**config.mk**
```make
export PLATFORM = sky130hd
export DESIGN_NAME = irq_conditioner
export DESIGN_NICKNAME = d
export VERILOG_FILES = /design/src/rtl/irq_conditioner.sv
export SDC_FILE = /design/constraint.sdc
export NUM_CORES = 1
export LEC_CHECK = 0
export ABC_AREA = 1
export CAP_MARGIN = 20
export CORE_MARGIN = 2
export CORE_UTILIZATION = 24
export CTS_BUF_LIST = sky130_fd_sc_hd__clkbuf_4
export CTS_CLUSTER_SIZE = 30
export DETAILED_ROUTE_END_ITERATION = 8
export GPL_ROUTABILITY_DRIVEN = 0
export PLACE_DENSITY = 0.52
export SYNTH_ARGS = -nofsm -noshare
export SYNTH_HDL_FRONTEND = slang
export SYNTH_SLANG_ARGS = --single-unit
```
**constraint.sdc**
```tcl
create_clock -name clk_i -period 1.1 [get_ports clk_i]
set_input_delay 0.22 -clock clk_i [delete_from_list [all_inputs] [get_ports clk_i]]
set_output_delay 0.22 -clock clk_i [all_outputs]
set_load 0.05 [all_outputs]
```
**src/rtl/irq_conditioner.sv**
```systemverilog
`default_nettype none
// ============================================================================
// Module      : irq_conditioner
// Description : Per-source IRQ conditioning ahead of the PLIC: polarity fix,
//               synchroniser, debounce filter, enable mask, edge-to-pulse.
// Revision    : 1.0 - initial release
// ============================================================================
module irq_conditioner #(
    parameter int                  NUM_IRQS      = 32,
    parameter int                  SYNC_STAGES   = 2,
    parameter int                  FILTER_CYCLES = 4,
    parameter logic [NUM_IRQS-1:0] EDGE_MASK     = '0,
    parameter logic [NUM_IRQS-1:0] ACTIVE_LOW    = '0
) (
    input  logic                clk_i,
    input  logic                rst_i,
    input  logic [NUM_IRQS-1:0] irq_i,
    input  logic [NUM_IRQS-1:0] enable_i,
    output logic [NUM_IRQS-1:0] interrupts_o,
    output logic [NUM_IRQS-1:0] edge_trigger_o
);

    // Source 0 is reserved by the PLIC and never asserted.
    localparam logic [NUM_IRQS-1:0] c_src_mask = {{(NUM_IRQS-1){1'b1}}, 1'b0};

    logic [NUM_IRQS-1:0] w_pol;
    logic [NUM_IRQS-1:0] w_s;
    logic [NUM_IRQS-1:0] w_filt;
    logic [NUM_IRQS-1:0] r_filt_d;
    logic [NUM_IRQS-1:0] w_rise;

    assign w_pol = irq_i ^ ACTIVE_LOW;

    generate
        if (SYNC_STAGES > 0) begin : g_sync
            logic [NUM_IRQS-1:0] r_sync [SYNC_STAGES];

            always_ff @(posedge clk_i) begin
                if (rst_i) begin
                    for (int j = 0; j < SYNC_STAGES; j++) begin
                        r_sync[j] <= '0;
                    end
                end else begin
                    r_sync[0] <= w_pol;
                    for (int j = 1; j < SYNC_STAGES; j++) begin
                        r_sync[j] <= r_sync[j-1];
                    end
                end
            end

            assign w_s = r_sync[SYNC_STAGES-1];
        end else begin : g_nosync
            assign w_s = w_pol;
        end
    endgenerate

    generate
        for (genvar i = 0; i < NUM_IRQS; i++) begin : g_src
            logic r_filt;

            if (FILTER_CYCLES > 0) begin : g_filter
                localparam int c_cnt_w = (FILTER_CYCLES > 1) ? $clog2(FILTER_CYCLES) : 1;
                localparam logic [c_cnt_w-1:0] c_cnt_max = c_cnt_w'(FILTER_CYCLES - 1);

                logic [c_cnt_w-1:0] r_cnt;

                // A new value is accepted only after FILTER_CYCLES consecutive
                // disagreeing samples; any agreeing sample restarts the count.
                always_ff @(posedge clk_i) begin
                    if (rst_i) begin
                        r_filt <= 1'b0;
                        r_cnt  <= '0;
                    end else if (w_s[i] == r_filt) begin
                        r_cnt  <= '0;
                    end else if (r_cnt == c_cnt_max) begin
                        r_filt <= w_s[i];
                        r_cnt  <= '0;
                    end else begin
                        r_cnt  <= r_cnt + c_cnt_w'(1);
                    end
                end
            end else begin : g_bypass
                always_ff @(posedge clk_i) begin
                    if (rst_i) begin
                        r_filt <= 1'b0;
                    end else begin
                        r_filt <= w_s[i];
                    end
                end
            end

            assign w_filt[i] = r_filt;
        end
    endgenerate

    always_ff @(posedge clk_i) begin
        if (rst_i) begin
            r_filt_d <= '0;
        end else begin
            r_filt_d <= w_filt;
        end
    end

    assign w_rise = w_filt & ~r_filt_d;

    // Enable gates only the output, so an edge accepted while disabled is lost.
    assign interrupts_o   = ((EDGE_MASK & w_rise) | (~EDGE_MASK & w_filt))
                            & enable_i & c_src_mask;
    assign edge_trigger_o = EDGE_MASK & c_src_mask;

endmodule
`default_nettype wire

```
==> metrics.md <==
| Metric | Value |
|---|---|
| Status | `complete, but fails checks` |
| Violated checks | `negative setup slack` |
| WP buf/inv | `2` |
| Die X | `around 170 um` |
| Hold Path Class | `input port to flip-flop` |
| Worst hold stages | `3` |
| Post-route minimum period | `1.35 ns` |
| Count leader, synth | `inv_1` |
| Remaining DRCs | `0` |
| TritonRoute pass-1 iters | `4` |
| Maximum clock frequency | `743 MHz` |
| Comb pwr share | `8.4%` |
| CP Max Fanout | `2` |
| Final TNS setup | `-7.21 ns` |
| Chip height | `168 um` |
| Rows | `59` |
| Share of synthesized registers carrying an async set or reset | `0%` |
| Clk pwr share | `between 30% and 40%` |
| Post-synthesis sequential area ratio | `48.1%` |
| Core Footprint | `0.0262 sq mm` |
| Initial antenna violation count | `1` |
| Area contributors post-synth | `dfxtp_1 48%, inv_1 13%, nor2_1 11%` |
| Layout net count | `1061` |
| Post-Route Skew | `0.0239 ns` |
| Switch Pwr | `about 2.6 mW` |
| Final setup vio count | `31` |
| Arrival time at the worst endpoint | `roughly 1.1 ns` |
| Syn Area/Cell | `7.83 sq um` |
| Dominant synthesized flop cell | `dfxtp_1` |
| Sw frac | `25.6%` |
| Yosys top cell area share | `48.1%` |
| Wirelength per Cell | `7.88 um` |
| Clk sink count | `155` |
| Area Growth Syn to Fin | `33.8%` |
| Worst EP required | `0.88 ns` |
| Power Dens Cells | `about 1200 mW/mm^2` |
| R2R cell count | `4` |
| Vias per inst | `~3.6` |
| H-tree levels | `4` |
| I/O pin total | `130` |
| Gr usage total | `between 7 and 8%` |
| Critical-path top delay cell | `dfxtp_4` |
| Crit Path Class | `flip-flop to primary output` |
| Final Max Slew Viols | `0` |
| FF-to-FF End | `g_src[24].g_filter.r_cnt[1]$_SDFF_PP0_` |
| EDFF count, synth | `0` |
| Worst vdd ir | `0.000493 V` |
| DR vias | `4739` |
| Vias in the first global route | `4204` |
| TritonCTS clock tree | `built` |
| Die area | `roughly 0.028 sq mm` |
| RSZ-0062 raised after global routing | `yes` |
| Crit share post-route | `122%` |
| CTS Buf Count | `17` |
| Hold Fails Final Rpt | `0` |
| Number of synthesized register bits | `155` |
| Initial core utilization | `24.6%` |
| Clock buffer depth | `2` |
| Worst reg-to-reg setup slack | `~0.15 ns` |
| Pleak | `4.02 nW` |
| Synthesized area | `0.00645 sq mm` |
| Yosys warnings | `0` |
| Critical Path Source Type | `flip-flop` |
| Clock Tree Root | `clkbuf_4` |
| Detailed Place HPWL | `7.51 mm` |
| Gr ovfl total | `0` |
| Worst skew pair latency | `0.52 ns` |
| CTS clk-pin slew, worst paths | `0.14 ns` |
| Antenna violation net count after detailed routing | `0` |
| Global-route wire length before repair | `about 18 mm` |
| Layout cell share with drive strength beyond 1 | `24.6%` |
| Int Pwr | `between 7 and 8 mW` |
| Max_cap viols | `0` |
| Starting DRT DRC Count | `169` |
| Max incr delay on CP | `0.38 ns` |
| Top cells by count, synth | `217 x inv_1, 193 x nor2_1, 155 x dfxtp_1` |
| I/O Buffers | `between 90 and 100` |
| Area leader, netlist | `dfxtp_1` |
| Cells along the critical path | `nand2_2 -> inv_2 -> buf_12` |
| Fin util | `32.9%` |
| Seq pwr share | `between 50% and 60%` |
| Yosys cell types | `15` |
| Hold path startpoint | `irq_i[15]` |
| Crit path max-delay family | `flip-flops` |
| Reg2reg start | `g_src[24].g_filter.r_cnt[0]$_SDFF_PP0_` |
| Largest net degree at the start of global routing | `31` |
| Critical path capture point type | `primary output` |
| Post-Syn Instances | `a little over 800` |
| WL final | `10.3 mm` |
| Hold EP | `g_sync.r_sync[0][15]$_SDFF_PP0_` |
| Setup ws final | `-0.246 ns` |
## sequential cells by signal, indices dropped and copies added (netlist names)
register,flops
g_src.g_filter.r_cnt,62
g_sync.r_sync,62
g_src.r_filt,31
## cells in the final DEF (no fill, tap or decap), types with 4 or more instances in the layout
cell / netlist / layout
buf_12: 2 / 34
buf_4: 33 / 39
clkbuf_4: 0 / 18
clkdlybuf4s50_1: 0 / 62
conb_1: 1 / 33
dfxtp_1: 155 / 124
dfxtp_2: 0 / 28
ha_1: 31 / 31
inv_1: 217 / 186
inv_2: 0 / 31
inv_6: 0 / 4
nand2_1: 93 / 62
nand2_2: 0 / 31
nand3_1: 11 / 11
nand3_2: 20 / 20
nor2_1: 193 / 193
nor2_2: 4 / 4
nor2_4: 20 / 20
nor3_1: 31 / 31
## cell families after synthesis
| family | after synthesis | synth area share, % |
|---|---|---|
| adders and majority gates | 31 | 6.02 |
| buffers and inverters | 264 | 18.9 |
| DFF | 155 | 48.1 |
| other | 1 | 0.0582 |
| and+or+nand+nor | 372 | 26.9 |
## worst max-delay path by stage
stage	from	end	slack [ns]	depth (start not counted)
floorplan	g_src[10].r_filt$_SDFFE_PP0P_	interrupts_o[10]	0.18	2
global placement	enable_i[4]	interrupts_o[4]	-0.15	4
detailed placement	enable_i[11]	interrupts_o[11]	-0.13	4
CTS	g_src[12].r_filt$_SDFFE_PP0P_	interrupts_o[12]	-0.36	3
global route	g_src[9].r_filt$_SDFFE_PP0P_	interrupts_o[9]	-0.39	3
finish	g_src[1].r_filt$_SDFFE_PP0P_	interrupts_o[1]	-0.25	3
## worst min-delay path: stages
cell             delay (ns)
clkdlybuf4s50_1        0.40
inv_1                  0.05
nor2_1                 0.03
## power by group through the flow
| stage | Combinational, mW | Sequential [mW] | Clock, mW |
|---|---|---|---|
| 3_3_place_gp | 0.851 | 5.94 | 0 |
| 5_1_grt | 0.956 | 5.83 | 4.14 |
| 3_5_place_dp | 0.860 | 5.95 | 0 |
| 6_report | 0.868 | 5.81 | 3.67 |
| 4_1_cts | 0.872 | 5.82 | 3.93 |
| 2_1_floorplan | 0.679 | 5.93 | 0 |
## stage by stage
step	power (mW)	std cells	area [sq um]	setup WS, ns	hold slack, ns
floorplan	6.61	855	6570	0.184	0.327
global placement	6.80	1247	7950	-0.146	0.389
detailed placement	6.81	1247	7950	-0.134	0.394
CTS	10.6	1311	8570	-0.358	0.0973
global route	10.9	1313	8630	-0.390	0.0872
finish	10.4	1313	8630	-0.246	0.194
## repair_timing
| item | in CTS | in global routing |
|---|---|---|
| setup buffers | 31 | 1 |
| endpoints found under the setup margin | 31 | 31 |
| resized for setup | 77 | 19 |
| hold buffers | 1 | 0 |
| endpoints found under the hold margin | 4 | 0 |
## metal layers
metal  wire length [um]  track usage [%]  up-vias
met3                580             3.50        6
met5                  0                0        -
met1               4840             8.91     2072
li1                   -                -     2578
met4                111             2.72        0
met2               4820             12.6       83
## layout make-up
class | count | area [sq um]
fillers | 2746 | 17600
diodes | 1 | 2.50
well taps | 335 | 419
clock inverters | 14 | 168
flip-flops and latches | 155 | 3150
inverters | 217 | 815
repair buffers | 137 | 1620
clock buffers | 18 | 135
multi-input cells | 436 | 2320
Power figures use the tool's default switching activity.
